File: config.mk
export PLATFORM = sky130hd
export DESIGN_NAME = div_iter_unit
export DESIGN_NICKNAME = d
export VERILOG_FILES = /design/src/rtl/div_iter_unit_pkg.sv /design/src/rtl/div_iter_unit_sign_fix.sv /design/src/rtl/div_iter_unit.sv
export SDC_FILE = /design/constraint.sdc
export NUM_CORES = 1
export LEC_CHECK = 0
export CAP_MARGIN = 20
export CORE_UTILIZATION = 50
export CTS_CLUSTER_DIAMETER = 80
export CTS_CLUSTER_SIZE = 28
export DETAILED_ROUTE_END_ITERATION = 10
export GPL_TIMING_DRIVEN = 0
export PLACE_DENSITY = 0.82
export SLEW_MARGIN = 20
export SYNTH_ARGS = -nofsm -noshare
export SYNTH_HDL_FRONTEND = slang
export SYNTH_SLANG_ARGS = --single-unit
export TNS_END_PERCENT = 100
File: constraint.sdc
create_clock -name clk -period 8.8 [get_ports clk]
set_input_delay 0.88 -clock clk [delete_from_list [all_inputs] [get_ports clk]]
set_output_delay 0.88 -clock clk [all_outputs]
set_load 0.005 [all_outputs]
File: src/rtl/div_iter_unit_pkg.sv
// -----------------------------------------------------------------------------
// div_iter_unit_pkg
// Shared definitions for the iterative EX-stage divider.
//   div_state_t : divider FSM state encoding (IDLE / BUSY / DONE)
//   DIV_WIDTH   : default operand/result width
//   DIV_CNT_W   : default iteration counter width (2**DIV_CNT_W > DIV_WIDTH)
// -----------------------------------------------------------------------------
package div_iter_unit_pkg;

    localparam int DIV_WIDTH = 32;
    localparam int DIV_CNT_W = 6;

    typedef enum logic [1:0] {
        DIV_IDLE = 2'd0,
        DIV_BUSY = 2'd1,
        DIV_DONE = 2'd2
    } div_state_t;

endpackage

File: src/rtl/div_iter_unit_sign_fix.sv
// -----------------------------------------------------------------------------
// div_sign_fix
// Combinational conditional two's-complement negation of two values.
// Used once to take absolute values of the operands and once to apply the
// quotient/remainder signs to the unsigned iteration result.
//   a_val/a_neg : first value and its negate request  -> a_res
//   b_val/b_neg : second value and its negate request -> b_res
// All arithmetic is modulo 2**WIDTH.
// -----------------------------------------------------------------------------
module div_sign_fix
    import div_iter_unit_pkg::*;
#(
    parameter int WIDTH = DIV_WIDTH
) (
    input  logic [WIDTH-1:0] a_val,
    input  logic             a_neg,
    input  logic [WIDTH-1:0] b_val,
    input  logic             b_neg,
    output logic [WIDTH-1:0] a_res,
    output logic [WIDTH-1:0] b_res
);

    assign a_res = a_neg ? -a_val : a_val;
    assign b_res = b_neg ? -b_val : b_val;

endmodule

File: src/rtl/div_iter_unit.sv
// -----------------------------------------------------------------------------
// div_iter_unit
// Multi-cycle radix-2 restoring divider for DIV/DIVU in the EX stage.
// Quotient goes to lo_out, remainder to hi_out.
//
// Ports
//   clk, rst     : clock, asynchronous active-high reset
//   div_en       : valid DIV/DIVU in EX
//   div_signed   : 1 = DIV, 0 = DIVU (sampled at accept)
//   opa, opb     : dividend / divisor (sampled at accept)
//   flushE       : EX flush, cancels any operation
//   stall_other  : cache stall; EX cannot advance while high
//   div_stall    : stall request to the hazard unit
//   div_ready    : result valid this cycle (state DONE)
//   lo_out       : quotient
//   hi_out       : remainder
//
// Handshake: the EX instruction presents div_en and is held by div_stall until
// the unit reaches DONE. DONE is left only when the pipeline actually advances
// (stall_other low), so a result held by a cache stall is never recomputed.
// -----------------------------------------------------------------------------
module div_iter_unit
    import div_iter_unit_pkg::*;
#(
    parameter int WIDTH = DIV_WIDTH,
    parameter int CNT_W = DIV_CNT_W
) (
    input  logic             clk,
    input  logic             rst,
    input  logic             div_en,
    input  logic             div_signed,
    input  logic [WIDTH-1:0] opa,
    input  logic [WIDTH-1:0] opb,
    input  logic             flushE,
    input  logic             stall_other,
    output logic             div_stall,
    output logic             div_ready,
    output logic [WIDTH-1:0] lo_out,
    output logic [WIDTH-1:0] hi_out
);

    div_state_t       state, state_nxt;
    logic [CNT_W-1:0] cnt;

    // quo_q starts as |dividend| and is shifted out MSB-first while quotient
    // bits are shifted in at the LSB.
    logic [WIDTH-1:0] quo_q, rem_q, dsr_q, opa_raw_q;
    logic             q_sign_q, r_sign_q, dz_q;

    logic [WIDTH-1:0] abs_a, abs_b;
    logic [WIDTH:0]   shifted, trial;
    logic [WIDTH-1:0] quo_step, rem_step, fix_q, fix_r;
    logic             accept, step, last_step, load_result;

    div_sign_fix #(.WIDTH(WIDTH)) u_in_fix (
        .a_val (opa),
        .a_neg (div_signed & opa[WIDTH-1]),
        .b_val (opb),
        .b_neg (div_signed & opb[WIDTH-1]),
        .a_res (abs_a),
        .b_res (abs_b)
    );

    // Fixup works on this cycle's step result so the final value can be
    // registered in the same edge that enters DONE.
    div_sign_fix #(.WIDTH(WIDTH)) u_out_fix (
        .a_val (quo_step),
        .a_neg (q_sign_q),
        .b_val (rem_step),
        .b_neg (r_sign_q),
        .a_res (fix_q),
        .b_res (fix_r)
    );

    // Partial remainder is always below the divisor, so WIDTH+1 bits hold the
    // shifted value and the borrow of the trial subtraction.
    assign shifted   = {rem_q, quo_q[WIDTH-1]};
    assign trial     = shifted - {1'b0, dsr_q};
    assign quo_step  = {quo_q[WIDTH-2:0], ~trial[WIDTH]};
    assign rem_step  = trial[WIDTH] ? shifted[WIDTH-1:0] : trial[WIDTH-1:0];
    assign last_step = (cnt == CNT_W'(WIDTH - 1));

    always_comb begin
        state_nxt   = state;
        accept      = 1'b0;
        step        = 1'b0;
        load_result = 1'b0;
        case (state)
            DIV_IDLE: begin
                if (div_en && !flushE) begin
                    accept    = 1'b1;
                    state_nxt = DIV_BUSY;
                end
            end
            DIV_BUSY: begin
                // Losing div_en mid-operation means the instruction left EX.
                if (flushE || !div_en) begin
                    state_nxt = DIV_IDLE;
                end else begin
                    step = 1'b1;
                    if (last_step) begin
                        load_result = 1'b1;
                        state_nxt   = DIV_DONE;
                    end
                end
            end
            DIV_DONE: begin
                if (flushE || !stall_other) begin
                    state_nxt = DIV_IDLE;
                end
            end
            default: state_nxt = DIV_IDLE;
        endcase
    end

    assign div_stall = div_en & ~flushE & (state != DIV_DONE);
    assign div_ready = (state == DIV_DONE);

    always_ff @(posedge clk or posedge rst) begin
        if (rst) begin
            state     <= DIV_IDLE;
            cnt       <= '0;
            quo_q     <= '0;
            rem_q     <= '0;
            dsr_q     <= '0;
            opa_raw_q <= '0;
            q_sign_q  <= 1'b0;
            r_sign_q  <= 1'b0;
            dz_q      <= 1'b0;
            lo_out    <= '0;
            hi_out    <= '0;
        end else begin
            state <= state_nxt;
            if (accept) begin
                quo_q     <= abs_a;
                dsr_q     <= abs_b;
                rem_q     <= '0;
                opa_raw_q <= opa;
                q_sign_q  <= div_signed & (opa[WIDTH-1] ^ opb[WIDTH-1]);
                r_sign_q  <= div_signed & opa[WIDTH-1];
                dz_q      <= (opb == '0);
                cnt       <= '0;
            end
            if (step) begin
                quo_q <= quo_step;
                rem_q <= rem_step;
                cnt   <= cnt + CNT_W'(1);
            end
            if (load_result) begin
                // Divide by zero reports the raw dividend, without sign fixup.
                lo_out <= dz_q ? '1 : fix_q;
                hi_out <= dz_q ? opa_raw_q : fix_r;
            end
        end
    end

endmodule

# Yosys cells after proc, flatten, opt, wreduce, memory -nomap -nowiden
# Index checks and enable logic that the tools add are counted.
# word_totals
ff_bits	203
input_bits	70
output_inout_bits	66
elab_cells	67
# classes
add_sub_neg	6
n_eq_ne	7
mux	25
n_bitwise	8
reduce_logical	10
# op_table
op	n
32-bit 2-to-1 mux	11
32-bit negation	4
33-bit by 32-bit subtractor with 33-bit output	1
32-bit zero test	1
6-bit 2-to-1 mux	2
2-bit 2-to-1 mux	4
1-bit 2-to-1 mux	7
6-bit by 1-bit adder with 6-bit output (second input constant)	1
6-bit by 5-bit equality test with 1-bit output (second input constant)	1
2-bit case mux with 3 select lines	1
1-bit AND	5
2-bit != test (second input constant)	2
1-bit zero test	3
3-bit != test (second input constant)	1
3-bit AND reduction	1
2-bit by 1-bit equality test with 1-bit output (second input constant)	1
2-bit equality test (second input constant)	1
2-bit zero test	1
1-bit logical OR	2
2-bit by 1-bit != test with 1-bit output (second input constant)	1
1-bit inverter	2
2-bit nonzero test	1
1-bit logical AND	1
1-bit XOR	1

# Longest topological paths before layout
# depth
depth_word	6
ltp_mapped	25
depth_no_buf	22

# By module
# A second synthesis with hierarchy kept.
# hier_totals
cells_unflattened	1555
area_unflattened_um2	13421.6
# by_module_without_submodules
mod	n_inst	cells_each	area_each_um2	seq_area_each_um2
div_iter_unit	1	1159	10623.9	5079.9
div_sign_fix	2	198	1398.8	0.0

# Worst setup path before layout
# OpenSTA, ideal clock, no wires.
# synth_path
kind	register to register
from	reg quo_q[31]
to	reg hi_out[24]
setup_ps	77
t_arrival_ps	5176
required_time_ps	8723
path_slack_ps	3547
path_stages_with_launch	26
n_path_buf	3
period_less_slack_ps	5253
cell_sequence	dfrtp_1 -> inv_1 -> ha_1 -> fa_1 -> nand2b_1 -> a21oi_1 -> o21ai_2 -> a2111oi_4 -> o21a_1 -> nor2_2 -> inv_2 -> buf_2 -> buf_2 -> buf_2 -> nor2_1 -> a21oi_1 -> ha_1 -> nand2_1 -> or4_1 -> nor3_1 -> mux2i_1 -> or3_1 -> o41ai_2 -> xor2_1 -> mux2i_1 -> o21ai_1
# synth_via
elab_chain_cells	5
# synth_lines
element	line_no	source
start: declaration	div_iter_unit.sv:47	logic [WIDTH-1:0] quo_q, rem_q, dsr_q, opa_raw_q;
start signal: assignment	div_iter_unit.sv:135	quo_q <= abs_a;
start signal: assignment	div_iter_unit.sv:145	quo_q <= quo_step;
33-bit by 32-bit subtractor with 33-bit output	div_iter_unit.sv:78	assign trial = shifted - {1'b0, dsr_q};
32-bit 2-to-1 mux *	div_iter_unit.sv:80	assign rem_step = trial[WIDTH] ? shifted[WIDTH-1:0] : trial[WIDTH-1:0];
32-bit negation	div_iter_unit_sign_fix.sv:24	assign b_res = b_neg ? -b_val : b_val;
32-bit 2-to-1 mux *	div_iter_unit_sign_fix.sv:24	
32-bit 2-to-1 mux *	div_iter_unit.sv:152	hi_out <= dz_q ? opa_raw_q : fix_r;
end signal: assignment	div_iter_unit.sv:152	
end: declaration	div_iter_unit.sv:39	output logic [WIDTH-1:0] hi_out
# Mark *: on every way between the ends. The rest lies on a longest branch, timed or not.
# A chain may end at the register's enable or synchronous reset.

# Worst setup path in the final report
# layout_path
from	reg rem_q[13]
to	reg hi_out[28]
# layout_via
elab_chain_cells	5
# layout_lines
element	line_no	source
start: declaration	div_iter_unit.sv:47	
start signal: assignment	div_iter_unit.sv:146	rem_q <= rem_step;
33-bit by 32-bit subtractor with 33-bit output	div_iter_unit.sv:78	
32-bit 2-to-1 mux *	div_iter_unit.sv:80	
32-bit negation	div_iter_unit_sign_fix.sv:24	
32-bit 2-to-1 mux *	div_iter_unit_sign_fix.sv:24	
32-bit 2-to-1 mux *	div_iter_unit.sv:152	
# Marked as above.

==> metrics.md <==
| Metric | Value |
|---|---|
| Critical path class | `reg2reg` |
| DRC Markers | `5` |
| Setup crit end | `hi_out[28]` |
| Area Overhead vs Synth | `16.9%` |
| Rows | `between 50 and 60` |
| Routed Antenna Nets | `0` |
| R2R depth | `23` |
| Pre-CTS setup slack | `2.09 ns` |
| Synth Area in XOR/XNOR | `roughly 8.7%` |
| DRT iter0 DRCs | `1238` |
| Setup bufs post-CTS | `0` |
| Startpoint Class | `flip-flop` |
| CTS Hold Bufs | `0` |
| Vias | `between 10000 and 15000` |
| Slew @ Worst Pin | `0.873 ns` |
| Worst hold path type | `reg2reg` |
| Final Power | `approximately 0.0024 W` |
| Tmin final | `between 7 and 8 ns` |
| Post-synth EDFFs | `0` |
| Worst R2R Setup Slack | `between 1.5 and 2 ns` |
| Max-slew violations | `0` |
| Failing checks | `DRC` |
| Initial core utilization | `about half` |
| Ratio of cells with drive above 1 in the final layout | `a little over 4%` |
| H-tree Lvls | `1` |
| Wire per inst | `slightly below 20 µm` |
| Clock skew | `around 0.036 ns` |
| Final Cycle Share | `roughly four fifths` |
| Crit path required time | `slightly above 9 ns` |
| Deepest clock path buffer count | `3` |
| Post-synth ARST share | `100%` |
| Fmax | `143 MHz` |
| Largest net degree at the start of global routing | `98` |
| Core box area | `0.0263 mm²` |
| Worst vdd ir | `roughly 94 µV` |
| Worst-path cell chain | `ha_1 -> a21oi_1 -> nor2b_1 -> a311oi_4 -> a2111oi_4 -> nor3_2 -> nor2_2 -> inv_2 -> buf_2 -> buf_2 -> buf_2 -> nor2_1 -> a21oi_1 -> ha_1 -> nand2_1 -> or4_1 -> nor3_1 -> mux2i_1 -> o21ai_0 -> nand4_1 -> or2_0 -> a21oi_1 -> o31ai_1` |
| Die W | `166 µm` |
| Die span in y | `between 150 and 200 µm` |
| WP depth | `23` |
| DRT Pass-1 Iters | `8` |
| Final std cells w/o fill | `roughly 2200` |
| Gr usage total | `a little under a third` |
| Vias/cell | `about 6.1` |
| Synth Area in Compound Gates | `22.8%` |
| Dpl hpwl | `about 33000 µm` |
| Post-synthesis register bit count | `roughly 200` |
| DIE AREA | `around 0.028 mm²` |
| CTS tree | `built` |
| Gpl congestion | `slightly below 1` |
| I/O pins | `136` |
| Global-route wire length before repair | `~69000 µm` |
| Vias in the first global route | `12800` |
| Final #Nets | `slightly below 2000` |
| Type of destination of the critical path | `flip-flop` |
| Arrival time of the worst setup path | `between 7 and 8 ns` |
| Worst-skew pair later-pin latency | `around 0.5 ns` |
| Post-Syn Area per Cell | `8.04 µm²` |
| Final setup violating endpoints | `0` |
| Post-Syn Area | `around 0.014 mm²` |
| CTS sink cnt | `~200` |
| Sequential element share of the synthesized area | `approximately 38%` |
| Critical path launch point | `rem_q[13]` |
| Net Count, Synth | `about 1800` |
| Warnings, synthesis | `0` |
| Post-route setup TNS | `0 ns` |
| Lkg Pwr | `about 7 nW` |
| Number of buffers created by CTS | `13` |
| I/O Buffers | `135` |
| Largest delay share family, worst path | `simple AND/OR/NAND/NOR gates` |
| Reg2reg start | `rem_q[13]` |
| Worst path slowest cell | `nor3_2` |
| Synth Area in Simple Gates | `around a fifth` |
| Gate Count Post-Synth | `around 1700` |
| Post-synth cell types | `around 80` |
| RSZ-0062 raised after global routing | `false` |
| Largest family of logic cells by synthesized area | `compound AO/OA/AOI/OAI gates` |
| Final Hold Viols | `0` |
| Clk slew on worst S/H paths | `about 0.11 ns` |
| Pwr dens | `around 150 mW/mm²` |
| Diodes inserted | `0` |
| Worst Path Max Fanout | `10` |
| Max-cap violation count | `0` |
| # resized after CTS | `0` |
| Top_reg_cell synth | `dfrtp_1` |
| FF-to-FF End | `hi_out[28]` |
| Core Util, Final | `60.1%` |
| Clock root buffer | `clkbuf_16` |
| Multiplexer share of the synthesized area | `2.56%` |
| Final WL | `around 43000 µm` |
| Grt ovf | `0` |
| Initial antenna violation count | `0` |
| CP max stage delay | `about 0.57 ns` |
| Status | `finished with violations` |
| Worst slew margin | `between 40% and 50%` |
| Post-Synth Adder-Cell Area | `3.57%` |
| DP Cell Count | `between 2000 and 2500` |
| Worst setup margin | `between 1.5 and 2 ns` |
| Worst Path Buf+Inv | `4` |
synthesized netlist by cell type (10+ instances only):
library cell,count,share of area [%]
dfrtp_1,203,38
inv_1,51,1.4
buf_1,10,0.28
a31oi_1,12,0.56
or3_1,30,1.4
o21a_1,11,0.61
clkbuf_1,65,1.8
nand4_1,10,0.46
xnor2_1,56,3.6
a21o_1,17,0.94
nor2_1,153,4.2
a21oi_1,145,5.4
xor2_1,78,5.1
nand2_1,311,8.6
nor4_1,11,0.51
nand2b_1,12,0.56
or4_1,11,0.61
o21ai_1,20,0.74
o41ai_1,14,0.91
buf_2,15,0.56
nand3_1,30,1.1
nor3_1,23,0.85
o21ai_0,162,6.0
ha_1,37,3.4
mux2i_1,29,2.1
o31ai_1,31,1.7
kinds of logic (layout without fill, tap and decap cells):
logic type | Yosys count | in the layout
XOR/XNOR | 134 | 134
flip-flops | 203 | 203
buffers and inverters | 145 | 305
adder cells (fa/ha/maj) | 38 | 38
multiplexers | 34 | 34
AND/OR/NAND/NOR | 633 | 633
AO/OA/AOI/OAI | 494 | 494
tightest hold or removal path: cells and delay by family (launching register included):
family | cells | cell delay (ns)
simple gates | 2 | 0.10
flops | 1 | 0.35
report_power, final:
part	leakage, nW	switching, W	internal [W]	total [W]
combinational	3.97	0.000389	0.000237	0.000626
sequential	2.69	0.0000728	0.00101	0.00108
clock	0.209	0.000353	0.000342	0.000695
total	6.87	0.000816	0.00159	0.00240
registers in the layout, indices dropped and copies added, names as in the netlist:
name	flops
dsr_q	32
hi_out	32
lo_out	32
opa_raw_q	32
quo_q	32
rem_q	32
cnt	6
state	2
dz_q	1
q_sign_q	1
r_sign_q	1
layout make-up:
cell class	count	area, µm²
fill	2369	10500
multi-input combinational	1333	7870
sequential	203	5080
timing repair buffer	138	1420
tap	335	419
buffer	91	364
clock buffer	15	333
inverter	54	210
clock inverter	7	103
cells in the final DEF (no fill, tap or decap), types with 29 or more instances in the layout:
cell type,count
a21oi_1,145
clkbuf_1,67
clkdlybuf4s50_1,135
dfrtp_1,203
ha_1,37
inv_1,50
mux2i_1,29
nand2_1,311
nand3_1,30
nor2_1,153
o21ai_0,162
o31ai_1,31
or3_1,30
xnor2_1,56
xor2_1,78
layer usage:
metal | wire (µm) | GRT usage [%] | vias up
li1 | - | - | 6197
met1 | 18800 | 42.7 | 6455
met2 | 19800 | 50.2 | 528
met3 | 3360 | 5.39 | 54
met4 | 1070 | 9.14 | 0
met5 | 0 | 0 | -
worst min path at each step:
stage / startpoint / to / slack (ns) / cells after the start
finish: lo_out[31] / lo_out[31] / 0.48 / 2
global route: dsr_q[21] / dsr_q[21] / 0.51 / 2
CTS: lo_out[31] / lo_out[31] / 0.49 / 2
detailed placement: lo_out[31] / lo_out[31] / 0.46 / 2
global placement: opa_raw_q[31] / opa_raw_q[31] / 0.45 / 2
floorplan: opa_raw_q[31] / opa_raw_q[31] / 0.44 / 2
metrics by stage:
step	area [µm²]	hold WS, ns
final	15800	0.482
after global routing	15800	0.511
after CTS	15800	0.486
after detailed placement	15400	0.462
after global placement	15300	0.451
after floorplan	13500	0.437
Note: power is estimated with default switching activity, not from simulation.
